===== src/rtl/scmp_bus_ctl.sv =====
// scmp_bus_ctl -- SC/MP external bus cycle controller.
//
// Takes one bus request at a time from the microcode sequencer. It acquires
// the shared bus through the BREQ/ENIN/ENOUT daisy chain, then runs the cycle:
// one clock of address strobe, then a read or write strobe of STROBE_CYC
// clocks. req_ready pulses for one clock when the cycle is complete.
//
// Optional feature macro: SCMP_BUS_HOLD_EN
//   defined   -> bus_hold stretches the strobe through the WAIT state
//   undefined -> bus_hold is ignored and WAIT is never entered
//
// All bus-side outputs are registered. Each one is decoded from the state
// being entered. bus_enout is the only combinational output, because the
// daisy chain must pass the grant on within the same clock.
module scmp_bus_ctl #(
    parameter int ADDR_W     = 16,
    parameter int DATA_W     = 8,
    parameter int STROBE_CYC = 2
) (
    input  logic              clk,
    input  logic              rst,
    input  logic              req_valid,
    input  logic              req_rd,
    input  logic              req_wr,
    input  logic [3:0]        req_flags,
    input  logic [ADDR_W-1:0] req_addr,
    input  logic [DATA_W-1:0] req_wdata,
    output logic              req_ready,
    output logic [DATA_W-1:0] rsp_rdata,
    output logic              bus_breq_out,
    input  logic              bus_breq_in,
    input  logic              bus_enin,
    output logic              bus_enout,
    input  logic              bus_hold,
    output logic              bus_ads_n,
    output logic              bus_rd_n,
    output logic              bus_wr_n,
    output logic [ADDR_W-1:0] bus_addr,
    output logic [3:0]        bus_flags,
    output logic [DATA_W-1:0] bus_dout,
    output logic              bus_doe,
    input  logic [DATA_W-1:0] bus_din
);

    // The strobe counter counts down from STROBE_CYC-1 to 0.
    localparam int CNT_W = (STROBE_CYC > 1) ? $clog2(STROBE_CYC) : 1;
    localparam logic [CNT_W-1:0] CNT_LOAD = CNT_W'(STROBE_CYC - 1);

    typedef enum logic [2:0] {
        S_IDLE,
        S_REQ,
        S_ADDR,
        S_STROBE,
        S_WAIT,
        S_DONE
    } state_t;

    state_t           state_reg;
    state_t           state_next;
    logic [CNT_W-1:0] cnt_reg;
    logic             is_rd_reg;

    logic accept;
    logic strobe_last;
    logic owned_next;
    logic data_phase_next;
    logic strobe_next;

    // bus_breq_in only matters to external test logic.
    logic unused_inputs;

    // A request with neither direction bit set is ignored. Both bits set means read.
    assign accept = req_valid & (req_rd | req_wr);

`ifdef SCMP_BUS_HOLD_EN
    // The last low-strobe clock is the one whose edge leaves for DONE.
    assign strobe_last = ((state_reg == S_STROBE) && (cnt_reg == '0) && !bus_hold) ||
                         ((state_reg == S_WAIT) && !bus_hold);
    assign unused_inputs = bus_breq_in;
`else
    assign strobe_last = (state_reg == S_STROBE) && (cnt_reg == '0);
    assign unused_inputs = ^{bus_breq_in, bus_hold};
`endif

    // Next-state selection. bus_enin only matters while the bus is being requested.
    always_comb begin
        state_next = state_reg;
        case (state_reg)
            S_IDLE: begin
                if (accept) begin
                    state_next = S_REQ;
                end
            end
            S_REQ: begin
                if (bus_enin) begin
                    state_next = S_ADDR;
                end
            end
            S_ADDR: begin
                state_next = S_STROBE;
            end
`ifdef SCMP_BUS_HOLD_EN
            S_STROBE: begin
                if (cnt_reg == '0) begin
                    state_next = bus_hold ? S_WAIT : S_DONE;
                end
            end
            S_WAIT: begin
                if (!bus_hold) begin
                    state_next = S_DONE;
                end
            end
`else
            S_STROBE: begin
                if (cnt_reg == '0) begin
                    state_next = S_DONE;
                end
            end
`endif
            S_DONE: begin
                state_next = S_IDLE;
            end
            default: begin
                state_next = S_IDLE;
            end
        endcase
    end

    // Output decode for the state about to be entered, so the registered
    // outputs line up with the state register.
    always_comb begin
        owned_next      = (state_next != S_IDLE);
        data_phase_next = (state_next == S_ADDR) || (state_next == S_STROBE) ||
                          (state_next == S_WAIT) || (state_next == S_DONE);
        strobe_next     = (state_next == S_STROBE) || (state_next == S_WAIT);
    end

    // Cycle FSM: state, the latched request, the strobe counter and all registered pin outputs.
    always_ff @(posedge clk or posedge rst) begin
        if (rst) begin
            state_reg    <= S_IDLE;
            cnt_reg      <= '0;
            is_rd_reg    <= 1'b0;
            bus_addr     <= '0;
            bus_flags    <= '0;
            bus_dout     <= '0;
            rsp_rdata    <= '0;
            req_ready    <= 1'b0;
            bus_breq_out <= 1'b0;
            bus_ads_n    <= 1'b1;
            bus_rd_n     <= 1'b1;
            bus_wr_n     <= 1'b1;
            bus_doe      <= 1'b0;
        end else begin
            state_reg <= state_next;

            // Capture the request at acceptance. The address and flags then
            // stay on the pins until the next request replaces them.
            if ((state_reg == S_IDLE) && accept) begin
                is_rd_reg <= req_rd;
                bus_addr  <= req_addr;
                bus_flags <= req_flags;
                bus_dout  <= req_wdata;
            end

            if (state_reg == S_ADDR) begin
                cnt_reg <= CNT_LOAD;
            end else if ((state_reg == S_STROBE) && (cnt_reg != '0)) begin
                cnt_reg <= cnt_reg - CNT_W'(1);
            end

            // Read data is taken on the final low-strobe clock and then held.
            if (strobe_last && is_rd_reg) begin
                rsp_rdata <= bus_din;
            end

            req_ready    <= (state_next == S_DONE);
            bus_breq_out <= owned_next;
            bus_ads_n    <= !(state_next == S_ADDR);
            bus_rd_n     <= !(strobe_next && is_rd_reg);
            bus_wr_n     <= !(strobe_next && !is_rd_reg);
            bus_doe      <= data_phase_next && !is_rd_reg;
        end
    end

    // Pass the daisy-chain grant downstream only while idle with nothing to do.
    assign bus_enout = bus_enin & (state_reg == S_IDLE) & ~req_valid & ~rst;

endmodule


===== config.mk =====
export PLATFORM = sky130hd
export DESIGN_NAME = scmp_bus_ctl
export DESIGN_NICKNAME = d
export VERILOG_FILES = /design/src/rtl/scmp_bus_ctl.sv
export SDC_FILE = /design/constraint.sdc
export NUM_CORES = 1
export LEC_CHECK = 0
export ABC_CLOCK_PERIOD_IN_PS = 1900
export CORE_MARGIN = 1
export CORE_UTILIZATION = 40
export CTS_CLUSTER_DIAMETER = 50
export CTS_CLUSTER_SIZE = 10
export DETAILED_ROUTE_END_ITERATION = 10
export MAX_ROUTING_LAYER = met4
export PLACE_DENSITY_LB_ADDON = 0.3
export SYNTH_ARGS = -nofsm -noshare
export SYNTH_HDL_FRONTEND = slang
export SYNTH_SLANG_ARGS = --single-unit

===== constraint.sdc =====
create_clock -name clk -period 1.9 [get_ports clk]
set_clock_uncertainty 0.1 [all_clocks]
set_input_delay 0.38 -clock clk [delete_from_list [all_inputs] [get_ports clk]]
set_output_delay 0.38 -clock clk [all_outputs]
set_load 0.02 [all_outputs]

==> results.md <==
- Root buf cell: clkbuf_8
- Sequential cell area fraction in the yosys report: 65.4%
- Post-Place Setup Slack: -0.463 ns
- YS warnings: 0
- Slew @ Worst Pin: roughly 0.4 ns
- RSZ-0062 raised after global routing: true
- Filler cells: roughly 320
- Crit. End Element: flop
- Clock Sinks: 47
- Arr. time, crit path: 1.94 ns
- GRT Util Overall: 18.0%
- WHS Path Cells: 1
- Worst setup SP type: flop
- Slowest stage delay, CP: 0.39 ns
- Largest register by flop count: bus_addr
- Final Max Tran Viols: 0
- First-pass GRT wire length: 6480 microns
- DP HPWL: 3050 microns
- CTS tree: done
- Clock-pin slew on the worst setup and hold paths: 0.08 ns
- Run status: finished, final reports clean
- Layout Cells excl Fill: 262
- Via count: 1245
- Most common library cell in the layout ignoring fill and taps: clkdlybuf4s50_1
- Drt pass-1 iters: 3
- H-tree level count: 2
- Slowest cell on the critical path: dfrtp_1
- Relative slew margins: 73.8%
- Worst r2r src: state_reg[0]
- Worst Path Required: slightly below 2 ns
- WHS Endpoint: req_ready
- Max IR drop VDD: 813 uV
- Tmin final: 1.87 ns
- IO Port Bufs: 84
- Max Clk Rate: between 0.5 and 0.6 GHz
- Levels on crit path: 5
- Share of layout cells above drive strength 1: 31.0%
- Placed Cells: 254
- Row Count: 24
- Initial Utilization: between 40% and 50%
- Netlist cell types: 23
- DR vias/cell: 4.75
- Seq cells post-synth: 47
- Synth Flop Type: dfrtp_1
- Critical path, cell by cell: or2_4 > buf_4 > nor4b_4 > buf_4 > mux2_2
- Initial antenna violation count: 0
- Worst Hold Class: reg2reg
- Clk_lat worst skew: a little under 0.3 ns
- Reg-to-reg endpoint: bus_addr[14]
- Clock Tree Buf Depth: 2
- Syn-to-layout area delta: 58.3%
- Max reg flops: 16
- Post-Syn Area: 1800 sq um
- Overflow left after global routing: 0
- Core Region: 4350 sq um
- Worst Min Path Start: cnt_reg
- Biggest regs: bus_addr (16), bus_dout (8), rsp_rdata (8)
- Final net count: roughly 250
- Die Area: approximately 4800 sq um
- Most used cell, CP: buf_4
- Mean Syn Cell Area: 16.2 sq um
- Post-synth EDFFs: 0
- WP buf/inv: 2
- Die Ht: between 60 and 70 microns
- Crit path kind: reg2reg
- Drt wl/cell: 14.9 microns
- R2R setup slack: around 0.030 ns
- Largest net degree at the start of global routing: 32
- DRC: 0
- Final period util: 98.4%
- Final Hold Vio Count: 0
- Final setup violation count: 0
- Post-DRT Antenna Nets: 0
- Setup ws final: between 0.02 and 0.03 ns
- Hold slack: about 0.39 ns
- Drt total wl: 3910 microns
- GP Congestion: 0.817
- Detailed Route Iter0 Violations: 30
- Post-synthesis cell count: around 110
- Worst-path maximum fanout: 10
- Top delay family on crit path: simple AND/OR/NAND/NOR gates
- Post-Syn Nets: ~160
- Ant diodes: 0
- Boundary pin count: 87
- Most frequent cells in the layout: 80 x clkdlybuf4s50_1, 44 x dfrtp_1, 37 x mux2_2, 12 x buf_4, 5 x clkbuf_8
- Leakage: around 1.2 nW
- Max-cap viol count: 0
- Die Wd: 69.1 microns
- Synth async-reset ratio: 100%
- Cells on worst reg2reg path: 5
- Vias in the first global route: approximately 1.3k
- Pwr dens: between 1500 and 2000 nW/um^2
- Hold-fix buffers, CTS: 0
- TritonCTS buffer count: 5
-- worst register-to-register path: stages, from the launching register on --
cell and delay (ns):
dfrtp_1 0.39, or2_4 0.26, buf_4 0.14, nor4b_4 0.26
buf_4 0.24, mux2_2 0.36
-- through the flow --
step	instance area, sq um	utilization, %	power, mW	TNS [ns]
final	2850	65.5	4.80	0
after global routing	2850	65.5	5.06	-0.476
after CTS	2840	65.2	4.84	0
after detailed placement	2760	63.4	4.28	-6.06
after global placement	2760	63.4	4.18	-4.57
after floorplan	1810	-	3.07	0
-- per-layer routing --
metal	up-vias	routed length, microns	global-route usage [%]
met5	-	0	-
met4	0	68	6.12
met3	7	201	5.26
met2	45	2120	31.0
met1	605	1530	19.8
li1	588	-	-
-- layout make-up --
type,instances,area [sq um],area share (%)
clock inverter,1,5.00,0.175
tap,52,65.1,2.28
sequential,47,1180,41.3
timing repair buffer,95,921,32.3
inverter,2,7.51,0.263
multi-input combinational,58,599,21.0
clock buffer,7,76.3,2.67
-- logic make-up (layout without fill, tap and decap cells) --
| kind of cell | Yosys count | count (layout) | synth area share [%] |
|---|---|---|---|
| AO/OA/AOI/OAI | 5 | 5 | 1.94 |
| AND/OR/NAND/NOR | 16 | 16 | 6.94 |
| multiplexers | 37 | 37 | 23.1 |
| flip-flops | 47 | 47 | 65.4 |
| buffers and inverters | 6 | 105 | 2.57 |
-- worst max-delay path by stage --
stage,from,endpoint,slack [ns]
3_5_place_dp,bus_enin,bus_enout,-0.46
3_3_place_gp,bus_enin,bus_enout,-0.45
5_1_grt,state_reg[0],bus_addr[10],-0.03
4_1_cts,bus_wr_n,bus_wr_n,0.002
6_report,state_reg[0],bus_addr[14],0.03
2_1_floorplan,state_reg[0],bus_addr[10],0.15
-- what timing repair did --
| action | 4_1_cts | 5_1_grt |
|---|---|---|
| endpoints found under the setup margin | 3 | 22 |
| endpoints found under the hold margin | 0 | 0 |
| setup buffers | 0 | 0 |
| gates resized for setup | 9 | 3 |
-- synthesized netlist by cell type, types with 2 or more instances --
library cell,count,share of area [%]
inv_1,2,0.42
mux2_2,37,23
nor2b_1,2,0.69
o31a_1,2,0.97
dfrtp_1,44,61
dfstp_2,3,4.4
nand2_1,2,0.42
buf_6,3,1.9
nor2_1,2,0.42
-- report_power, final --
part	total, mW	internal (mW)	switching, mW
sequential	1.76	1.51	0.252
combinational	2.48	1.37	1.11
clock	0.565	0.258	0.307
No activity file was read; power rests on OpenSTA's default activity.
